File: src/rtl/action_selector.sv
// Epsilon-greedy action selection and episode control
// for the 5x5 grid-world Q-learning datapath.
module action_selector #(
    parameter int unsigned Q_WIDTH      = 16,
    parameter int unsigned GOAL_STATE   = 25,
    parameter int unsigned MAX_STEPS    = 32,
    parameter int unsigned MAX_EPISODES = 100,
    parameter logic [7:0]  EPS_INIT     = 8'd230,
    parameter logic [7:0]  EPS_DECAY    = 8'd2,
    parameter logic [7:0]  EPS_MIN      = 8'd13
) (
    input  logic                      clk,
    input  logic                      rst,
    input  logic                      start,
    input  logic [4:0]                state_in,
    input  logic signed [Q_WIDTH-1:0] q0,
    input  logic signed [Q_WIDTH-1:0] q1,
    input  logic signed [Q_WIDTH-1:0] q2,
    input  logic signed [Q_WIDTH-1:0] q3,
    input  logic                      q_valid,
    output logic                      q_req,
    output logic [1:0]                act,
    output logic                      act_valid,
    output logic                      change_iteration,
    output logic [7:0]                step_cnt,
    output logic [7:0]                episode_cnt,
    output logic [7:0]                epsilon,
    output logic                      done
);

    localparam logic [2:0] S_IDLE     = 3'd0;
    localparam logic [2:0] S_REQ      = 3'd1;
    localparam logic [2:0] S_SELECT   = 3'd2;
    localparam logic [2:0] S_SETTLE   = 3'd3;
    localparam logic [2:0] S_CHECK    = 3'd4;
    localparam logic [2:0] S_END      = 3'd5;
    localparam logic [2:0] S_SETTLE_R = 3'd6;
    localparam logic [2:0] S_DONE     = 3'd7;

    localparam logic [4:0]  GOAL  = 5'(GOAL_STATE);
    localparam logic [7:0]  MAX_S = 8'(MAX_STEPS);
    localparam logic [7:0]  MAX_E = 8'(MAX_EPISODES);
    localparam logic [15:0] SEED  = 16'hACE1;

    logic [2:0]  state;
    logic [2:0]  state_nx;
    logic [15:0] lfsr;
    logic [15:0] lfsr_nx;

    logic [1:0]                idx01;
    logic [1:0]                idx23;
    logic signed [Q_WIDTH-1:0] val01;
    logic signed [Q_WIDTH-1:0] val23;
    logic [1:0]                greedy;
    logic                      explore;
    logic                      capture;

    logic       ep_over;
    logic [7:0] episode_inc;
    logic [8:0] eps_diff;
    logic [7:0] eps_nx;

    assign lfsr_nx = {lfsr[14:0],
                      lfsr[15] ^ lfsr[13] ^ lfsr[12] ^ lfsr[10]};

    // Strict compares keep ties on the lower index.
    always_comb begin
        idx01  = 2'd0;
        val01  = q0;
        idx23  = 2'd2;
        val23  = q2;
        greedy = 2'd0;
        if (q1 > q0) begin
            idx01 = 2'd1;
            val01 = q1;
        end
        if (q3 > q2) begin
            idx23 = 2'd3;
            val23 = q3;
        end
        greedy = (val23 > val01) ? idx23 : idx01;
    end

    // act is resolved at the capture edge so it is already
    // stable during SELECT, using that cycle's LFSR value.
    assign capture = (state == S_REQ) && q_valid;
    assign explore = lfsr_nx[7:0] < epsilon;

    assign ep_over = (state_in == GOAL) || (step_cnt == MAX_S);
    assign episode_inc = episode_cnt + 8'd1;

    assign eps_diff = {1'b0, epsilon} - {1'b0, EPS_DECAY};
    assign eps_nx = (eps_diff[8] || (eps_diff[7:0] < EPS_MIN))
                  ? EPS_MIN : eps_diff[7:0];

    always_comb begin
        state_nx = state;
        case (state)
            S_IDLE:     if (start) state_nx = S_REQ;
            S_REQ:      if (q_valid) state_nx = S_SELECT;
            S_SELECT:   state_nx = S_SETTLE;
            S_SETTLE:   state_nx = S_CHECK;
            S_CHECK:    state_nx = ep_over ? S_END : S_REQ;
            S_END:      state_nx = (episode_inc == MAX_E)
                                 ? S_DONE : S_SETTLE_R;
            S_SETTLE_R: state_nx = S_REQ;
            S_DONE:     state_nx = S_DONE;
            default:    state_nx = S_IDLE;
        endcase
    end

    always_ff @(posedge clk) begin
        if (rst) begin
            state            <= S_IDLE;
            lfsr             <= SEED;
            act              <= 2'd0;
            act_valid        <= 1'b0;
            change_iteration <= 1'b0;
            q_req            <= 1'b0;
            step_cnt         <= 8'd0;
            episode_cnt      <= 8'd0;
            epsilon          <= EPS_INIT;
            done             <= 1'b0;
        end else begin
            state            <= state_nx;
            lfsr             <= lfsr_nx;
            act_valid        <= capture;
            change_iteration <= (state == S_CHECK) && ep_over;
            q_req            <= (state_nx == S_REQ);
            done             <= (state_nx == S_DONE);
            if (capture) begin
                act <= explore ? lfsr_nx[9:8] : greedy;
            end
            if (state == S_SELECT) begin
                step_cnt <= step_cnt + 8'd1;
            end
            if (state == S_END) begin
                step_cnt    <= 8'd0;
                episode_cnt <= episode_inc;
                epsilon     <= eps_nx;
            end
        end
    end

endmodule

File: config.mk
export PLATFORM = sky130hd
export DESIGN_NAME = action_selector
export DESIGN_NICKNAME = d
export VERILOG_FILES = /design/src/rtl/action_selector.sv
export SDC_FILE = /design/constraint.sdc
export NUM_CORES = 1
export LEC_CHECK = 0
export BUFFER_PORTS_ARGS = -buffer_cell sky130_fd_sc_hd__buf_2
export CAP_MARGIN = 10
export CORE_ASPECT_RATIO = 0.7
export CORE_UTILIZATION = 33
export DETAILED_ROUTE_END_ITERATION = 10
export GPL_TIMING_DRIVEN = 0
export PLACE_DENSITY = 0.54
export REMOVE_ABC_BUFFERS = 1
export SLEW_MARGIN = 10
export SYNTH_ARGS = -nofsm -noshare
export SYNTH_HDL_FRONTEND = slang
export SYNTH_SLANG_ARGS = --single-unit
File: constraint.sdc
create_clock -name clk -period 5.7 [get_ports clk]
set_input_delay 0.57 -clock clk [delete_from_list [all_inputs] [get_ports clk]]
set_output_delay 0.57 -clock clk [all_outputs]
set_load 0.1 [all_outputs]
==> metrics.md <==
| Metric | Value |
|---|---|
| Max_slew headroom | 0.329 |
| Gr busiest metal | met2 |
| Pre-antenna DRT Iters | 4 |
| Setup WS pre-CTS | 0.365 ns |
| GPL Wtd Cong | around 0.83 |
| Die area | ~0.012 mm2 |
| Final Critical Period | 5.05 ns |
| Max Slew Vio Count | 0 |
| Max-Cap Viols | 0 |
| Cell area after synthesis | roughly 0.0038 mm2 |
| Ys flop type | dfxtp_1 |
| Post-CTS setup buffers | 0 |
| Util after Layout | 0.410 |
| Post-DR wirelength/cell | 12.7 um |
| Asr flop ratio synth | 0 |
| Max VDD drop | 0.0991 mV |
| Die W | 130 um |
| Worst-skew pair later-pin latency | roughly 0.28 ns |
| Initial Util | 0.340 |
| Setup TNS | 0 ns |
| Setup violators final | 0 |
| Post-CTS Resized | 0 |
| Startpoint Class | input port |
| Root buffer cell | clkbuf_16 |
| PnR worst setup slack | 0.649 ns |
| CTS tree | yes |
| Share of layout cells above drive strength 1 | 0.247 |
| Number of synthesized flops with an enable pin | 0 |
| Nets@finish | 671 |
| Vias in the first global route | 3236 |
| Sw Ratio | 0.297 |
| Register bit total from synthesis | 49 |
| Core Region | 0.0111 mm2 |
| Worst hold path class | reg -> reg |
| Clock Sinks | 49 |
| RSZ-0062 raised after global routing | false |
| 1st-iter DRT viols | 149 |
| Area delta synth->final | 20.6% |
| Final hold vios | 0 |
| CP Capture Type | register |
| Clock share of power | 0.314 |
| Grt met3 use | 0.0407 |
| IO Port Bufs | 102 |
| Die Y | 91.3 um |
| CTS clk-pin slew, worst paths | approximately 0.060 ns |
| Ant diodes | 0 |
| Wire length of the first global-routing pass | 14.8 mm |
| Final worst-path cycle share | 0.886 |
| Ports | 103 |
| Mapped Cells | 441 |
| Largest area contributor in the netlist | dfxtp_1 |
| Worst path required time | 5.89 ns |
| WP data arrival | 5.24 ns |
| Setup Crit Path Kind | in -> reg |
| Pwr Density | slightly below 200 mW/mm2 |
| Max FO, Critical Path | 18 |
| FMAX | 198 MHz |
| Clock Skews | 0.00700 ns |
| Antenna-violating nets left | 0 |
| Via density | 4.78 |
| Grt ovf | 0 |
| Row count | 32 |
| Largest net degree at the start of global routing | between 40 and 50 |
| Final Routed Wirelength | 8.76 mm |
| Via count | 3309 |
| Logic pwr share | 0.281 |
| Status | finished, final reports clean |
| Met1 usage | 0.216 |
| Leak | 2.22 nW |
| Register area share after synthesis | 0.261 |
| Post-synth top area share | 0.261 |
| Detailed Place HPWL | 7.18 mm |
| Antenna violations before repair | 1 |
| Most common cell after layout, fill and taps aside | buf_2 |
| Overall Power | around 0.00090 W |
| Cts hold-fix bufs | 0 |
| Post-route DRC | 0 |
| Yosys cell types | 50 |
| Syn. warnings | 0 |
| Most frequent cells in the layout | buf_2 (102), ha_1 (60), inv_1 (51), dfxtp_1 (49), nor2_1 (36) |
| Layout fillers | 1144 |
| CTS buffer count | 5 |
| Slew @ Worst Pin | 1.00 ns |
| Power Internal | 0.000632 W |
| Met2 Track Usage GR | 0.242 |
| Reg power frac | 0.404 |
| Synth top area cells | dfxtp_1 (26%), ha_1 (20%), inv_1 (5.1%), a21oi_1 (4.1%), mux2i_1 (4.0%) |
| P_sw | 0.000267 W |
| Hold Slack | between 0.4 and 0.5 ns |
| Htree depth | 2 |
| Maximum clock path buffer count | 2 |
| All-Layer GR Usage | 0.155 |
| Synth Area per Inst | 8.52 um2 |
## flip-flops by register name, summed over array words and instances, names as in the netlist
name,flops
lfsr,16
act,2
step_cnt,8
done,1
q_req,1
epsilon,8
change_iteration,1
act_valid,1
state,3
episode_cnt,8
## final timing paths
| path | start | end | slack, ns | depth (start not counted) |
|---|---|---|---|---|
| worst max-delay path | q2[15] | act[0] | 0.65 | 15 |
| worst min-delay path | lfsr[9] | lfsr[10] | 0.42 | 1 |
| worst max register to register | state[0] | episode_cnt[6] | 3.41 | 5 |
| worst min register to register | lfsr[9] | lfsr[10] | 0.42 | 1 |
## cell usage after synthesis, drive strengths merged, types with 8 or more instances
library cell   n
a21oi         31
clkbuf         8
dfxtp         49
ha            60
inv           51
mux2          16
mux2i         15
nand2         24
nand2b         8
nand3         11
nand4         12
nor2          36
nor2b         12
o21ai         16
xor2          12
## metrics by stage
stage                     area, um2  instances
final                          4530        692
after global routing           4530        692
after CTS                      4530        692
after detailed placement       4390        684
after global placement         4390        684
after floorplan                3690        429
## worst max-delay path, cell delays in order
cell and delay [ns]:
buf_2 0.10, inv_1 0.04, ha_1 0.30, nand4_1 0.15
or4_1 0.62, o22ai_1 0.16, a31o_1 0.76, mux2_4 0.36
ha_1 0.31, nand4_1 0.17, nor4_1 0.54, o21ai_0 0.27
a31oi_1 0.36, mux2_4 0.34, o311ai_2 0.19
## cells by family after synthesis
kind of cell | share of synthesized area
compound gates | 0.141
flops | 0.261
buf+inv | 0.0693
xor+xnor | 0.0420
fa+ha+maj | 0.200
mux | 0.0969
simple gates | 0.190
## routing by layer
layer,up-vias,part of all wire
met4,2,0.0086
met1,1487,0.52
met2,62,0.42
met3,8,0.049
li1,1750,-
met5,-,0.0015
## cell type report
class                      instances  area [um2]  area share
tap                              153         191      0.0423
multi-input combinational        329        2510       0.555
clock inverter                     2        10.0     0.00221
sequential                        49         981       0.217
timing repair buffer             102         510       0.113
inverter                          51         191      0.0423
clock buffer                       6         129      0.0285
## power groups by stage
stage	clock network (W)	logic [W]	registers (W)
after CTS	0.000293	0.000255	0.000363
final	0.000282	0.000253	0.000363
after global placement	0	0.000245	0.000371
after global routing	0.000305	0.000287	0.000365
after floorplan	0	0.000158	0.000390
after detailed placement	0	0.000253	0.000371
No activity file was read; power rests on OpenSTA's default activity.
